File: src/rtl/pcm_tdm_frame_ctrl_if.sv
// Bundle between the PCM TDM frame scheduler and its user: frame request,
// sample bus, shared-encoder loop and the serial frame stream.
interface pcm_tdm_frame_ctrl_if #(
  parameter int NCH = 4
);
  logic                 start;
  logic [13*NCH-1:0]    samples;
  logic [12:0]          enc_in;
  logic [7:0]           enc_out;
  logic                 ser_out;
  logic                 ser_valid;
  logic                 frame_sync;
  logic                 busy;
  logic                 done;

  // The master side owns the request, the samples and the encoder instance.
  modport master (
    output start, samples, enc_out,
    input  enc_in, ser_out, ser_valid, frame_sync, busy, done
  );

  modport slave (
    input  start, samples, enc_out,
    output enc_in, ser_out, ser_valid, frame_sync, busy, done
  );
endinterface

File: src/rtl/pcm_tdm_frame_ctrl.sv
// TDM frame scheduler: snapshots NCH samples, time-shares one PCM encoder and
// serialises sync word plus one code per channel, MSB first, with no gaps.
module pcm_tdm_frame_ctrl #(
  parameter int         NCH       = 4,
  parameter logic [7:0] SYNC_WORD = 8'b10011011
) (
  input logic                 clk,
  input logic                 rst,
  pcm_tdm_frame_ctrl_if.slave bus
);
  localparam int             CPW      = $clog2(NCH + 1);
  localparam logic [CPW-1:0] LAST_PTR = CPW'(NCH);

  typedef enum logic [1:0] {
    S_IDLE,
    S_SYNC,
    S_CHAN
  } state_t;

  state_t         r_state, w_state_nxt;
  logic [7:0]     r_shift, w_shift_nxt;
  logic [2:0]     r_bit_cnt, w_bit_cnt_nxt;
  logic [CPW-1:0] r_ch_ptr, w_ch_ptr_nxt;
  logic [12:0]    r_snap [NCH];
  logic           r_ser_valid;
  logic           r_frame_sync;
  logic           r_done;
  logic           w_last_bit;
  logic           w_accept;
  logic [12:0]    w_enc_in;

  // ch_ptr runs one ahead of the channel on the line: it names the sample
  // whose code will be loaded at the end of the current slot.
  assign w_last_bit = (r_state == S_CHAN) && (r_bit_cnt == 3'd7) && (r_ch_ptr == LAST_PTR);
  assign w_accept   = bus.start && ((r_state == S_IDLE) || w_last_bit);

  always_comb begin
    // NOTE: every variable gets a default before any branch so no latch is inferred.
    w_state_nxt   = r_state;
    w_shift_nxt   = r_shift;
    w_bit_cnt_nxt = r_bit_cnt;
    w_ch_ptr_nxt  = r_ch_ptr;
    if (w_accept) begin
      w_state_nxt   = S_SYNC;
      w_shift_nxt   = SYNC_WORD;
      w_bit_cnt_nxt = 3'd0;
      w_ch_ptr_nxt  = '0;
    end else if (r_state != S_IDLE) begin
      w_bit_cnt_nxt = r_bit_cnt + 3'd1;
      w_shift_nxt   = {r_shift[6:0], 1'b0};
      if (r_bit_cnt == 3'd7) begin
        if (r_ch_ptr < LAST_PTR) begin
          w_state_nxt  = S_CHAN;
          w_shift_nxt  = bus.enc_out;
          w_ch_ptr_nxt = r_ch_ptr + CPW'(1);
        end else begin
          w_state_nxt   = S_IDLE;
          w_shift_nxt   = 8'd0;
          w_bit_cnt_nxt = 3'd0;
          w_ch_ptr_nxt  = '0;
        end
      end
    end
  end

  // Out-of-range pointer (last channel on the line) falls back to channel 0.
  always_comb begin
    w_enc_in = r_snap[0];
    for (int i = 1; i < NCH; i++) begin
      if (r_ch_ptr == CPW'(i)) w_enc_in = r_snap[i];
    end
  end

  always_ff @(posedge clk) begin
    // NOTE: sequential state uses non-blocking assignments only, so every flop samples pre-edge values.
    if (rst) begin
      r_state      <= S_IDLE;
      r_shift      <= 8'd0;
      r_bit_cnt    <= 3'd0;
      r_ch_ptr     <= '0;
      r_ser_valid  <= 1'b0;
      r_frame_sync <= 1'b0;
      r_done       <= 1'b0;
      // NOTE: the snapshot array is cleared on reset because enc_in exposes it even while idle.
      for (int i = 0; i < NCH; i++) r_snap[i] <= 13'd0;
    end else begin
      r_state      <= w_state_nxt;
      r_shift      <= w_shift_nxt;
      r_bit_cnt    <= w_bit_cnt_nxt;
      r_ch_ptr     <= w_ch_ptr_nxt;
      r_ser_valid  <= (w_state_nxt != S_IDLE);
      r_frame_sync <= (w_state_nxt == S_SYNC) && (w_bit_cnt_nxt == 3'd0);
      r_done       <= (w_state_nxt == S_CHAN) && (w_bit_cnt_nxt == 3'd7) &&
                      (w_ch_ptr_nxt == LAST_PTR);
      if (w_accept) begin
        for (int i = 0; i < NCH; i++) r_snap[i] <= bus.samples[13*i +: 13];
      end
    end
  end

  assign bus.enc_in     = w_enc_in;
  assign bus.ser_out    = r_shift[7];
  assign bus.ser_valid  = r_ser_valid;
  assign bus.busy       = r_ser_valid;
  assign bus.frame_sync = r_frame_sync;
  assign bus.done       = r_done;
endmodule

File: src/flat_wrapper.sv
// flat-port wrapper written by rule: the top's interface ports become plain ports
module pcm_tdm_frame_ctrl_flat 
#(
  parameter int         NCH       = 4,
  parameter logic [7:0] SYNC_WORD = 8'b10011011
)
  (clk, rst, bus_start, bus_samples, bus_enc_out, bus_enc_in, bus_ser_out, bus_ser_valid, bus_frame_sync, bus_busy, bus_done);
  pcm_tdm_frame_ctrl_if #(.NCH(NCH)) bus_i ();
  input logic clk;
  input logic rst;
  input wire logic [$bits(bus_i.start)-1:0] bus_start;
  input wire logic [$bits(bus_i.samples)-1:0] bus_samples;
  input wire logic [$bits(bus_i.enc_out)-1:0] bus_enc_out;
  output wire logic [$bits(bus_i.enc_in)-1:0] bus_enc_in;
  output wire logic [$bits(bus_i.ser_out)-1:0] bus_ser_out;
  output wire logic [$bits(bus_i.ser_valid)-1:0] bus_ser_valid;
  output wire logic [$bits(bus_i.frame_sync)-1:0] bus_frame_sync;
  output wire logic [$bits(bus_i.busy)-1:0] bus_busy;
  output wire logic [$bits(bus_i.done)-1:0] bus_done;
  assign bus_i.start = bus_start;
  assign bus_i.samples = bus_samples;
  assign bus_i.enc_out = bus_enc_out;
  assign bus_enc_in = bus_i.enc_in;
  assign bus_ser_out = bus_i.ser_out;
  assign bus_ser_valid = bus_i.ser_valid;
  assign bus_frame_sync = bus_i.frame_sync;
  assign bus_busy = bus_i.busy;
  assign bus_done = bus_i.done;
  pcm_tdm_frame_ctrl #(.NCH(NCH), .SYNC_WORD(SYNC_WORD)) u_core (.clk(clk), .rst(rst), .bus(bus_i));
endmodule
File: config.mk
export PLATFORM = sky130hd
export DESIGN_NAME = pcm_tdm_frame_ctrl_flat
export DESIGN_NICKNAME = d
export VERILOG_FILES = /design/src/rtl/pcm_tdm_frame_ctrl_if.sv /design/src/rtl/pcm_tdm_frame_ctrl.sv /design/src/flat_wrapper.sv
export SDC_FILE = /design/constraint.sdc
export NUM_CORES = 1
export LEC_CHECK = 0
export CAP_MARGIN = 5
export CORE_UTILIZATION = 45
export DETAILED_ROUTE_END_ITERATION = 12
export HOLD_SLACK_MARGIN = 0.06
export PLACE_DENSITY = 0.82
export SKIP_LAST_GASP = 1
export SYNTH_ARGS = -nofsm -noshare
export SYNTH_HDL_FRONTEND = slang
export SYNTH_SLANG_ARGS = --single-unit
File: constraint.sdc
create_clock -name clk -period 4 [get_ports clk]
set_input_delay 1 -clock clk [delete_from_list [all_inputs] [get_ports clk]]
set_output_delay 1 -clock clk [all_outputs]
set_load 0.005 [all_outputs]
**After elaboration in Yosys (flattened, before gate mapping)**

Memory sizes are Yosys's and may differ from the RTL's.
Cells that the tools add are included.

- Output and inout port bits: 18
- Logic and storage cells: 67
- Memories: 1
- Input bits: 63
- Bits in writable memories: 52
- Bits in registers: 19

Memories:

| memory | depth | bits a word | rd ports | clocked after memory_dff | wr ports | RTL line | source |
|---|---|---|---|---|---|---|---|
| u_core.r_snap | 4 | 13 | 4 | 0 | 4 | pcm_tdm_frame_ctrl.sv:24 | `logic [12:0] r_snap [NCH];` |

- Order comparisons: 1
- Reductions and logical operators: 13
- Bitwise gates (word level): 4
- Muxes and demuxes: 28
- $add $sub $neg: 2
- Eq/ne operators: 10

Operator list:

| operator | count |
|---|---|
| 13-bit 2-to-1 mux | 7 |
| 8-bit 2-to-1 mux | 4 |
| 3-bit 2-to-1 mux | 8 |
| 3-bit equality test, second input constant | 4 |
| 2-bit 2-to-1 mux | 4 |
| 3-bit by 1-bit adder with 3-bit output, second input constant | 2 |
| 3-bit by 2-bit equality test with 1-bit output, second input constant | 2 |
| 1-bit logical AND | 6 |
| 2-bit nonzero test | 3 |
| 1-bit 2-to-1 mux | 5 |
| 2-bit equality test, second input constant | 2 |
| 1-bit OR | 4 |
| 3-bit by 1-bit equality test with 1-bit output, second input constant | 1 |
| 3-bit logical NOT | 1 |
| 3-bit less-than comparator, second input constant | 1 |
| 2-bit by 1-bit equality test with 1-bit output, second input constant | 1 |
| 2-bit logical NOT | 1 |
| 2-bit OR reduction | 1 |
| 1-bit logical OR | 1 |

**Longest topological paths before layout**

- Depth in word-level cells: 9
- Mapped depth: 8
- Mapped depth without buffers: 6

**Least setup slack after synthesis**

OpenSTA, ideal clock, no wires.

- Path type: input to register
- Start: input bus_start
- End: memory u_core.r_snap[0][0], enable pin
- Slack: 1.380 ns
- Buffers on the path: 2
- Required time: 3.611 ns
- Stages on the path: 5
- Arrival: 2.231 ns
- Setup time: 0.389 ns
- Cell sequence: inv_1 -> a211o_1 -> buf_6 -> nand2b_1 -> buf_2

RTL lines:

| item | RTL line | source |
|---|---|---|
| from (decl) | flat_wrapper.sv:11 | `input wire logic [$bits(bus_i.start)-1:0] bus_start;` |
| to (decl) | pcm_tdm_frame_ctrl.sv:24 |  |

**Worst setup path in the final report**

- Start: register u_core.r_ch_ptr[0]
- End: output bus_enc_in[7]

- Longest elaborated chain between the ends: 4
- Elaborated cells between the ends (all ways): 6
- Those cells by class: eq/ne: 3; mux: 3

RTL lines:

| item | RTL line | source |
|---|---|---|
| from (decl) | pcm_tdm_frame_ctrl.sv:23 | `logic [CPW-1:0] r_ch_ptr, w_ch_ptr_nxt;` |
| from (signal assigned) | pcm_tdm_frame_ctrl.sv:90 | `r_ch_ptr <= w_ch_ptr_nxt;` |
| 3-bit by 1-bit equality test with 1-bit output | pcm_tdm_frame_ctrl.sv:70 | `if (r_ch_ptr == CPW'(i)) w_enc_in = r_snap[i];` |
| 13-bit 2-to-1 mux (2 in series) | pcm_tdm_frame_ctrl.sv:70 |  |
| 13-bit 2-to-1 mux * | pcm_tdm_frame_ctrl.sv:70 |  |
| to (decl) | flat_wrapper.sv:14 | `output wire logic [$bits(bus_i.enc_in)-1:0] bus_enc_in;` |

Every way passes the cells marked *; elsewhere a longest branch is shown, timed or not.

==> flow_summary.yaml <==
clocking:
  cts.reportedPaths.clkPinSlew_ns: 0.08
  tritoncts: "yes"
  clk-insertion-delay-late_ns: 0.35
  cts.path.max_buffers: 2
  cts-root-buf: "sky130_fd_sc_hd__clkbuf_8"
  htree_levels: 3
  clock_sinks: 71
  cts_buf_count: 9
pwr:
  peakVddDrop_v: 0.000224
  fin_total_pwr_mw: 1.70
  power.density_cell_area_mw_per_mm2: 382
  p_leak_nw: 1.64
global_routing:
  first_global_vias: 2526
  grt-ovfl-total: 0
  grt_util_all_layers_pct: 20.5
  grt_first_pass_wirelength_um: 11900
  grt_antenna_before_repair: 0
  pin_count_of_the_biggest_net_entering_global_routing: 53
cells_and_area:
  layout.nets: 448
  synthToLayoutAreaGrowth_pct: 30.7
  layout.core_utilization_pct: 61.1
  mostFrequentLayoutCell: "sky130_fd_sc_hd__clkdlybuf4s50_1"
  insertedDiodeCount: 0
  most-common-layout-cells: "sky130_fd_sc_hd__clkdlybuf4s50_1, sky130_fd_sc_hd__and2_1, sky130_fd_sc_hd__edfxtp_1"
  layout-drive-gt1-share_pct: 5.99
  layout.cell_area.non_filler_sq_mm: 0.00445
  finalNonFillerCells: 483
worst_setup_path:
  crit_fanout: 26
  critical_path_required_ns: 3.00
  timing.critical_path.slowest_cell_delay_ns: 0.75
  path_buf_inv: 2
  cp_slowest_cell: "sky130_fd_sc_hd__ha_1"
  critical_path_cell_by_cell: "inv_1 > ha_1 > a21oi_1 > o221ai_1 > o21a_1 > clkdlybuf4s50_1"
  crit_path_start_kind: "flip-flop"
  critical_path_arrival_ns: 2.73
  crit_family: "adder cells"
  setup.worst_path.class: "reg2out"
  worstSetupEndpointType: "output port"
drt:
  num_vias: 2628
  avgRoutedWirePerCell_um: 15.7
  postRouteWirelength_um: 7610
  drt_first_pass_iters: 4
  detail_route.iter0.violations: 140
  post-route-drc-count: 0
  ant_nets: 0
  post_drt_via_cell_ratio: 5.44
status:
  outcome: "complete, no violations"
placed_design:
  finalWeightedCongestion: 0.836
  detailed_placer_s_ending_hpwl_um: 5240
  pre_cts_ws_ns: 0.469
  placed_area_sq_mm: 0.00424
  place.port_buffers: 80
  placedCellCount: 467
logic_synthesis:
  synth.ff_latch_count: 71
  synthMuxAreaShare_pct: 0.588
  synth_fa_ha_area_share_pct: 2.20
  synth_compound_gate_area_share_pct: 16.7
  synthesis.nets: 376
  number_of_warnings_printed_during_yosys_synthesis: 0
  synth_area_sq_mm: 0.00341
  synth.yosys.seq_area_share_pct: 57.0
  synth_simple_gate_area_share_pct: 18.7
  synthesis.instances: 307
  synth.avg_cell_area_sq_um: 11.1
  synth_top_family_by_area: "simple AND/OR/NAND/NOR gates"
  post_synth_num_cell_types: 35
  synthesized_area_fraction_occupied_by_xor_and_xnor_cells_pct: 0
floorplanning:
  core_region_area_sq_mm: 0.00729
  floorplan.initialDensity_pct: 46.7
  dieArea_sq_mm: 0.00792
  placement_rows: 31
  die_x_um: 89.0
  dieHeight_um: 89.0
  design.portCount: 81
timing:
  final.setup.tns_ns: 0
  finalHoldViolations: 0
  timing.final.max_slew_violations: 0
  achievable-frequency_ghz: 0.268
  worst_clock_skew_ns: 0.0159
  finalSetupViolations: 0
  min_period_ns: 3.73
  setup_ws_ns: 0.271
  tightestPinTransition_ns: 0.895
  max_slew_headroom_at_the_worst_pin_pct: 40.4
  finalCritPeriodShare_pct: 93.2
  hold-worst-slack_ns: 0.496
  rsz0062_at_grt: "no"
run:
  drv.max_cap_violation_count: 0
worst_hold_path:
  hold_class: "reg2reg"
cell usage after synthesis:
cell type	n	area, sq um
sky130_fd_sc_hd__and2_1	52	325
sky130_fd_sc_hd__edfxtp_1	52	1560
sky130_fd_sc_hd__a21oi_1	36	180
sky130_fd_sc_hd__dfxtp_1	19	380
sky130_fd_sc_hd__nand2_1	17	63.8
sky130_fd_sc_hd__nor2b_1	16	100
sky130_fd_sc_hd__o221ai_1	14	123
sky130_fd_sc_hd__nor2_1	13	48.8
sky130_fd_sc_hd__o21a_1	13	97.6
sky130_fd_sc_hd__clkbuf_1	9	33.8
sky130_fd_sc_hd__buf_6	6	67.6
sky130_fd_sc_hd__ha_1	6	75.1
sky130_fd_sc_hd__o21ai_0	6	30.0
sky130_fd_sc_hd__buf_2	5	25.0
sky130_fd_sc_hd__inv_1	5	18.8
sky130_fd_sc_hd__a221o_1	4	40.0
sky130_fd_sc_hd__nand3_1	4	20.0
sky130_fd_sc_hd__nor3_1	4	20.0
sky130_fd_sc_hd__a221oi_1	3	26.3
sky130_fd_sc_hd__a22oi_1	3	22.5
sky130_fd_sc_hd__buf_1	3	11.3
sky130_fd_sc_hd__a31oi_1	2	12.5
sky130_fd_sc_hd__mux2i_1	2	20.0
sky130_fd_sc_hd__nand2b_1	2	12.5
sky130_fd_sc_hd__a211o_1	1	8.76
sky130_fd_sc_hd__a211oi_1	1	7.51
sky130_fd_sc_hd__a21o_1	1	7.51
sky130_fd_sc_hd__and3_1	1	6.26
sky130_fd_sc_hd__buf_4	1	7.51
sky130_fd_sc_hd__nand4_1	1	6.26
sky130_fd_sc_hd__nor2_8	1	20.0
sky130_fd_sc_hd__o21ai_1	1	5.00
sky130_fd_sc_hd__o21bai_1	1	7.51
sky130_fd_sc_hd__or2_2	1	6.26
sky130_fd_sc_hd__or3b_1	1	8.76
routing by layer:
metal	share of wire [%]	up-vias	track usage [%]
li1	-	1248	-
met4	1.8	0	7.94
met2	51	103	37.0
met3	6.1	12	4.06
met5	0	-	0
met1	41	1265	24.0
report_power, final:
part	total (mW)	switching (mW)	internal [mW]
combinational	0.205	0.0803	0.125
clock	0.620	0.271	0.349
sequential	0.876	0.0247	0.851
layout make-up:
cell class	instances	area (sq um)
Timing Repair Buffer	85	851
Clock buffer	10	128
Multi-Input combinational cell	207	1310
Inverter	5	18.8
Fill cell	626	2840
Tap cell	99	124
Sequential cell	71	1940
Clock inverter	6	85.1
timing repair:
| item | 4_1_cts | 5_1_grt |
|---|---|---|
| hold buffers | 0 | 0 |
| gates resized for setup | 0 | 1 |
| setup endpoints to repair | 0 | 10 |
| buffers inserted | 0 | 0 |
worst min-delay path: stages (launching register included):
cell and delay (ns):
sky130_fd_sc_hd__dfxtp_1 0.32, sky130_fd_sc_hd__nand3_1 0.06, sky130_fd_sc_hd__a31oi_1 0.07
worst paths after layout:
kind | slack (ns) | depth (start not counted) | end | startpoint
setup / recovery | 0.27 | 6 | bus_enc_in[7] | u_core.r_ch_ptr[0]
hold / removal | 0.50 | 2 | u_core.r_shift[0] | u_core.r_shift[0]
setup reg to reg | 1.26 | 6 | u_core.r_snap[0][11] | u_core.r_bit_cnt[0]
hold reg to reg | 0.50 | 2 | u_core.r_shift[0] | u_core.r_shift[0]
cell families (layout without fill, tap and decap cells):
group,after synthesis,count (layout)
AO/OA/AOI/OAI,86,86
AND/OR/NAND/NOR,113,113
multiplexers,2,2
buffers and inverters,29,106
flip-flops,71,71
adder cells (fa/ha/maj),6,6
state kept, by name, indices dropped and copies added, names as in the netlist:
name / flops
u_core.r_shift: 8
u_core.bus.busy: 1
u_core.r_snap: 52
u_core.r_state: 2
u_core.bus.done: 1
u_core.r_bit_cnt: 3
u_core.bus.frame_sync: 1
u_core.r_ch_ptr: 3
No activity file was read; power rests on OpenSTA's default activity.
